### config.mk
export PLATFORM = sky130hd
export DESIGN_NAME = reset_sequencer
export DESIGN_NICKNAME = d
export VERILOG_FILES = /design/src/rtl/reset_sequencer.sv
export SDC_FILE = /design/constraint.sdc
export NUM_CORES = 1
export LEC_CHECK = 0
export CAP_MARGIN = 0
export CORE_ASPECT_RATIO = 1.1
export CORE_UTILIZATION = 59
export DETAILED_ROUTE_END_ITERATION = 8
export PLACE_DENSITY_LB_ADDON = 0.2
export SLEW_MARGIN = 20
export SYNTH_ARGS = -nofsm -noshare
export SYNTH_HDL_FRONTEND = slang
export SYNTH_SLANG_ARGS = --single-unit
### constraint.sdc
create_clock -name clk_In -period 4.14 [get_ports clk_In]
set_input_delay 1.242 -clock clk_In [delete_from_list [all_inputs] [get_ports clk_In]]
set_output_delay 1.242 -clock clk_In [all_outputs]
set_load 0.1 [all_outputs]
### src/rtl/reset_sequencer.sv
// Staged reset-release sequencer: releases per-stage active-low resets in index order,
// each gated by its ack, with timeout/ack-loss retry and a sticky failure after MAX_RETRY aborts.
module reset_sequencer #(
  parameter int unsigned NUM_STAGES       = 4,
  parameter int unsigned STAGE_GAP_CYCLES = 16,
  parameter int unsigned ACK_TIMEOUT      = 255,
  parameter int unsigned MAX_RETRY        = 3,
  localparam int unsigned STAGE_W = $clog2(NUM_STAGES),
  localparam int unsigned RETRY_W = $clog2(MAX_RETRY + 1)
) (
  input  logic                  clk_In,
  input  logic                  rst_n,
  input  logic [NUM_STAGES-1:0] stage_ack_in,
  output logic [NUM_STAGES-1:0] rst_n_stage_out,
  output logic                  seq_done,
  output logic                  seq_fail,
  output logic [STAGE_W-1:0]    fail_stage,
  output logic [RETRY_W-1:0]    retry_cnt
);

  localparam int unsigned TMR_W = (ACK_TIMEOUT > 1) ? $clog2(ACK_TIMEOUT) : 1;
  localparam int unsigned GAP_W = (STAGE_GAP_CYCLES > 1) ? $clog2(STAGE_GAP_CYCLES) : 1;
  localparam logic [TMR_W-1:0]   TMR_LAST   = TMR_W'(ACK_TIMEOUT - 1);
  localparam logic [GAP_W-1:0]   GAP_LAST   = GAP_W'(STAGE_GAP_CYCLES - 1);
  localparam logic [STAGE_W-1:0] STAGE_LAST = STAGE_W'(NUM_STAGES - 1);
  localparam logic [RETRY_W-1:0] RETRY_MAX  = RETRY_W'(MAX_RETRY);

  typedef enum logic [2:0] {
    IDLE,
    WAIT_ACK,
    GAP,
    DONE,
    ABORT,
    FAIL
  } state_t;

  state_t                  state_q, state_d;
  logic [STAGE_W-1:0]      k_q, k_d;
  logic [TMR_W-1:0]        timer_q, timer_d;
  logic [GAP_W-1:0]        gap_q, gap_d;
  logic [NUM_STAGES-1:0]   out_d;
  logic                    done_d, fail_d;
  logic [STAGE_W-1:0]      fstage_d;
  logic [RETRY_W-1:0]      retry_d;
  logic                    abort_c;
  logic [STAGE_W-1:0]      abort_idx_c;
  logic [STAGE_W-1:0]      drop_idx_c;

  // Lowest stage index whose ack is currently low
  always_comb begin
    drop_idx_c = '0;
    for (int i = int'(NUM_STAGES) - 1; i >= 0; i--) begin
      if (!stage_ack_in[i]) drop_idx_c = STAGE_W'(i);
    end
  end

  always_comb begin
    state_d     = state_q;
    k_d         = k_q;
    timer_d     = timer_q;
    gap_d       = gap_q;
    out_d       = rst_n_stage_out;
    done_d      = seq_done;
    fail_d      = seq_fail;
    fstage_d    = fail_stage;
    retry_d     = retry_cnt;
    abort_c     = 1'b0;
    abort_idx_c = '0;

    case (state_q)
      IDLE: begin
        k_d     = '0;
        out_d   = NUM_STAGES'(1);
        timer_d = '0;
        state_d = WAIT_ACK;
      end
      WAIT_ACK: begin
        if (stage_ack_in[k_q]) begin
          if (k_q == STAGE_LAST) begin
            state_d = DONE;
            done_d  = 1'b1;
          end else begin
            state_d = GAP;
            gap_d   = '0;
          end
        end else if (timer_q == TMR_LAST) begin
          abort_c     = 1'b1;
          abort_idx_c = k_q;
        end else begin
          timer_d = timer_q + TMR_W'(1);
        end
      end
      GAP: begin
        if (gap_q == GAP_LAST) begin
          k_d        = k_q + STAGE_W'(1);
          out_d[k_d] = 1'b1;
          timer_d    = '0;
          state_d    = WAIT_ACK;
        end else begin
          gap_d = gap_q + GAP_W'(1);
        end
      end
      DONE: begin
        if (!(&stage_ack_in)) begin
          abort_c     = 1'b1;
          abort_idx_c = drop_idx_c;
        end
      end
      ABORT: begin
        if (gap_q == GAP_LAST) begin
          if (retry_cnt == RETRY_MAX) begin
            state_d = FAIL;
            fail_d  = 1'b1;
          end else begin
            k_d     = '0;
            out_d   = NUM_STAGES'(1);
            timer_d = '0;
            state_d = WAIT_ACK;
          end
        end else begin
          gap_d = gap_q + GAP_W'(1);
        end
      end
      FAIL: begin
        out_d  = '0;
        fail_d = 1'b1;
      end
      default: state_d = IDLE;
    endcase

    // Common abort entry: drop every stage and count the retry
    if (abort_c) begin
      state_d  = ABORT;
      out_d    = '0;
      done_d   = 1'b0;
      fstage_d = abort_idx_c;
      retry_d  = (retry_cnt == RETRY_MAX) ? retry_cnt : retry_cnt + RETRY_W'(1);
      gap_d    = '0;
    end
  end

  always_ff @(posedge clk_In or negedge rst_n) begin
    if (!rst_n) begin
      state_q         <= IDLE;
      k_q             <= '0;
      timer_q         <= '0;
      gap_q           <= '0;
      rst_n_stage_out <= '0;
      seq_done        <= 1'b0;
      seq_fail        <= 1'b0;
      fail_stage      <= '0;
      retry_cnt       <= '0;
    end else begin
      state_q         <= state_d;
      k_q             <= k_d;
      timer_q         <= timer_d;
      gap_q           <= gap_d;
      rst_n_stage_out <= out_d;
      seq_done        <= done_d;
      seq_fail        <= fail_d;
      fail_stage      <= fstage_d;
      retry_cnt       <= retry_d;
    end
  end

endmodule

==> flow_summary.ini <==
[global_route]
grt_overflow = 0
grt_pass1_vias = 1291
antenna_found_initial = 0
grt_max_degree = 28
grt_usage = 0.256
grt_pass1_wl_um = 5540

[placement]
gp_congestion = 0.843
dp_hpwl_um = 2420
pre_cts_ws_ns = 0.796
numPortBuffers = 15
dp.cells = 206

[logic_synthesis]
synth-edff-count = 0
yosys.area_share.xor_xnor = 0.0274
ys_warn_count = 0
yosys.area_share.simple = 0.217
seq_area_frac_synth = 0.423
syn_area_mm2 = 0.00160
avgSynthCellArea_um2 = 9.79
syn_nets = 178
synthArstFlopShare = 1.00
muxShareOfSynthArea = 0.0274
synth-main-ff-cell = dfrtp_1
ys_ff_latch = 27
synth_compound_area_frac = 0.187
synth_top_family_by_area = simple AND/OR/NAND/NOR gates
netlist_instances = 163
synthAdderAreaFrac = 0.0705
ys_types = 46

[timing]
setup_ws_ns = 0.985
finalHoldViolations = 0
rsz0062_at_grt = no
post-route-period-util = 0.762
period_minus_slack_ns = 3.16
setup_viol = 0
relSlewSlack = 0.347
drv_slew = 0
clock_skew_ns = 0.0137
timing.fmax_mhz = 317
tightestPinTransition_ns = 0.977
fin_setup_tns_ns = 0

[die]
rows = 19
dieArea_mm2 = 0.00292
die_h_um = 56.6
fp.dieW_um = 51.6
io-pin-count = 16
core_area_mm2 = 0.00254
start_util = 0.628

[cells_and_area]
drive_gt1_frac = 0.117
area_growth_pct = 11.4
diodes = 0
ff_latch_area_um2 = 676
multiInputGateArea_um2 = 845
most-common-layout-cells = dfrtp_1 (27), nor2_1 (16), clkdlybuf4s50_1 (15)
fin_nets = 195
finalNonFillerCells = 210
layout_commonest_cell = dfrtp_1
fillers = 194

[drt]
m1WireLength_um = 1390
drt_iter0_markers = 45
num_vias = 1298
highest_layer = met4
wl_um = 3240
drc = 0
drt-vias-per-instance = 6.18
first_pass_iters = 4
wl_met3_um = 126
routedWlPerCell_um = 15.4
antenna_left = 0
met2_length_um = 1650

[power]
irDropWorstVdd_uv = 611
total_power_mw = 1.22
p_leak_nw = 0.791
power.density_mw_per_mm2 = 685

[setup_path]
path_delay_family = buffers and inverters
endpoint_kind = output port
crit_chain = clkdlybuf4s50_1
worstPathRequired_ns = 2.90
path_class = flip-flop to output port
worstRegToRegCells = 5
start_kind = flip-flop
worstPathMaxFanout = 3
critPathArrivalTime_ns = 1.91
cp_num_buf_inv = 1
rrSetupSlack_ns = 1.80
r2r_start = state_q[2]
cp_slowest_cell = clkdlybuf4s50_1
slowest_delay_ns = 1.15
reg2reg_to = timer_q[1]

[run]
maxCapViolCount = 0

[cts]
cts.clk_slew.worst_paths_ns = 0.15
htreeDepth = 1
cts_made_buffers = 3
cts_hold_buf = 0
clk_latency_ns = 0.34
ctsRootBufferMaster = clkbuf_4
cts_tree = done
cts_buffer_depth = 2
cts_resized = 0
cts.sinks = 27
post_cts_buffers = 0

[run_status]
outcome = complete, no violations

[min_path]
hold_start = seq_fail
hold_end = seq_fail
hold_path.class = flip-flop to flip-flop
whs_path_depth = 1
per-layer routing:
| layer | vias to the layer above | GRT usage |
|---|---|---|
| met5 | - | 0 |
| met4 | 0 | 0.112 |
| met3 | 7 | 0.0325 |
| met2 | 35 | 0.432 |
| met1 | 620 | 0.323 |
| li1 | 636 | - |
report_power, final:
| group | switching, mW | leakage [nW] | total (mW) | internal (mW) |
|---|---|---|---|---|
| Combinational | 0.462 | 0.424 | 0.679 | 0.217 |
| Sequential | 0.0897 | 0.349 | 0.423 | 0.333 |
| Clock | 0.0798 | 0.0177 | 0.116 | 0.0363 |
through the flow:
stage | util | hold WS, ns | area, um^2
after global placement | 0.688 | 0.464 | 1750
after detailed placement | 0.688 | 0.470 | 1750
after CTS | 0.699 | 0.507 | 1780
after floorplan | - | 0.471 | 1600
final | 0.699 | 0.503 | 1780
after global routing | 0.699 | 0.526 | 1780
layout make-up:
| type | count | share of cell area |
|---|---|---|
| Timing Repair Buffer | 16 | 0.0887 |
| Inverter | 9 | 0.0190 |
| Sequential cell | 27 | 0.380 |
| Tap cell | 31 | 0.0218 |
| Clock buffer | 3 | 0.0127 |
| Clock inverter | 1 | 0.00281 |
| Multi-Input combinational cell | 123 | 0.475 |
state kept, by name (all words and copies together) (netlist names):
signal and cells:
fail_stage 2, gap_q 4, k_q 2, retry_cnt 2, rst_n_stage_out 4, seq_done 1, seq_fail 1, state_q 3
timer_q 8
worst register-to-register path, stage by stage, from the launching register on:
cell     delay (ns)
dfrtp_1        0.54
nor2_1         0.46
nand4_2        0.33
o21ai_1        0.58
or4_2          0.24
o22ai_1        0.07
worst max path at each step:
stage / end / depth (start not counted) / start
after floorplan: timer_q[4] / 5 / stage_ack_in[3]
after global placement: timer_q[4] / 6 / stage_ack_in[3]
after detailed placement: timer_q[3] / 6 / stage_ack_in[1]
after CTS: retry_cnt[0] / 1 / retry_cnt[0]
after global routing: retry_cnt[0] / 1 / retry_cnt[0]
final: retry_cnt[0] / 1 / retry_cnt[0]
Yosys cell counts, types with 2 or more instances:
master	number	share of area
ha_1	9	0.071
nand2_1	10	0.024
a31oi_1	5	0.020
nand4_2	2	0.016
and3_2	3	0.014
or3_1	4	0.016
and3_1	3	0.012
inv_1	9	0.021
nor3_1	2	0.0063
o21ai_0	11	0.034
dfrtp_1	27	0.42
a21oi_1	12	0.038
nand4_1	2	0.0078
nor2b_1	2	0.0078
nand3_1	9	0.028
nor2_1	16	0.038
clkbuf_8	2	0.017
or2_2	3	0.012
xor2_1	5	0.027
cell families after synthesis:
family / after synthesis
XOR/XNOR: 5
AND/OR/NAND/NOR: 61
AO/OA/AOI/OAI: 45
flip-flops: 27
buffers and inverters: 13
adder cells (fa/ha/maj): 9
multiplexers: 3
Note: power is estimated with default switching activity, not from simulation.
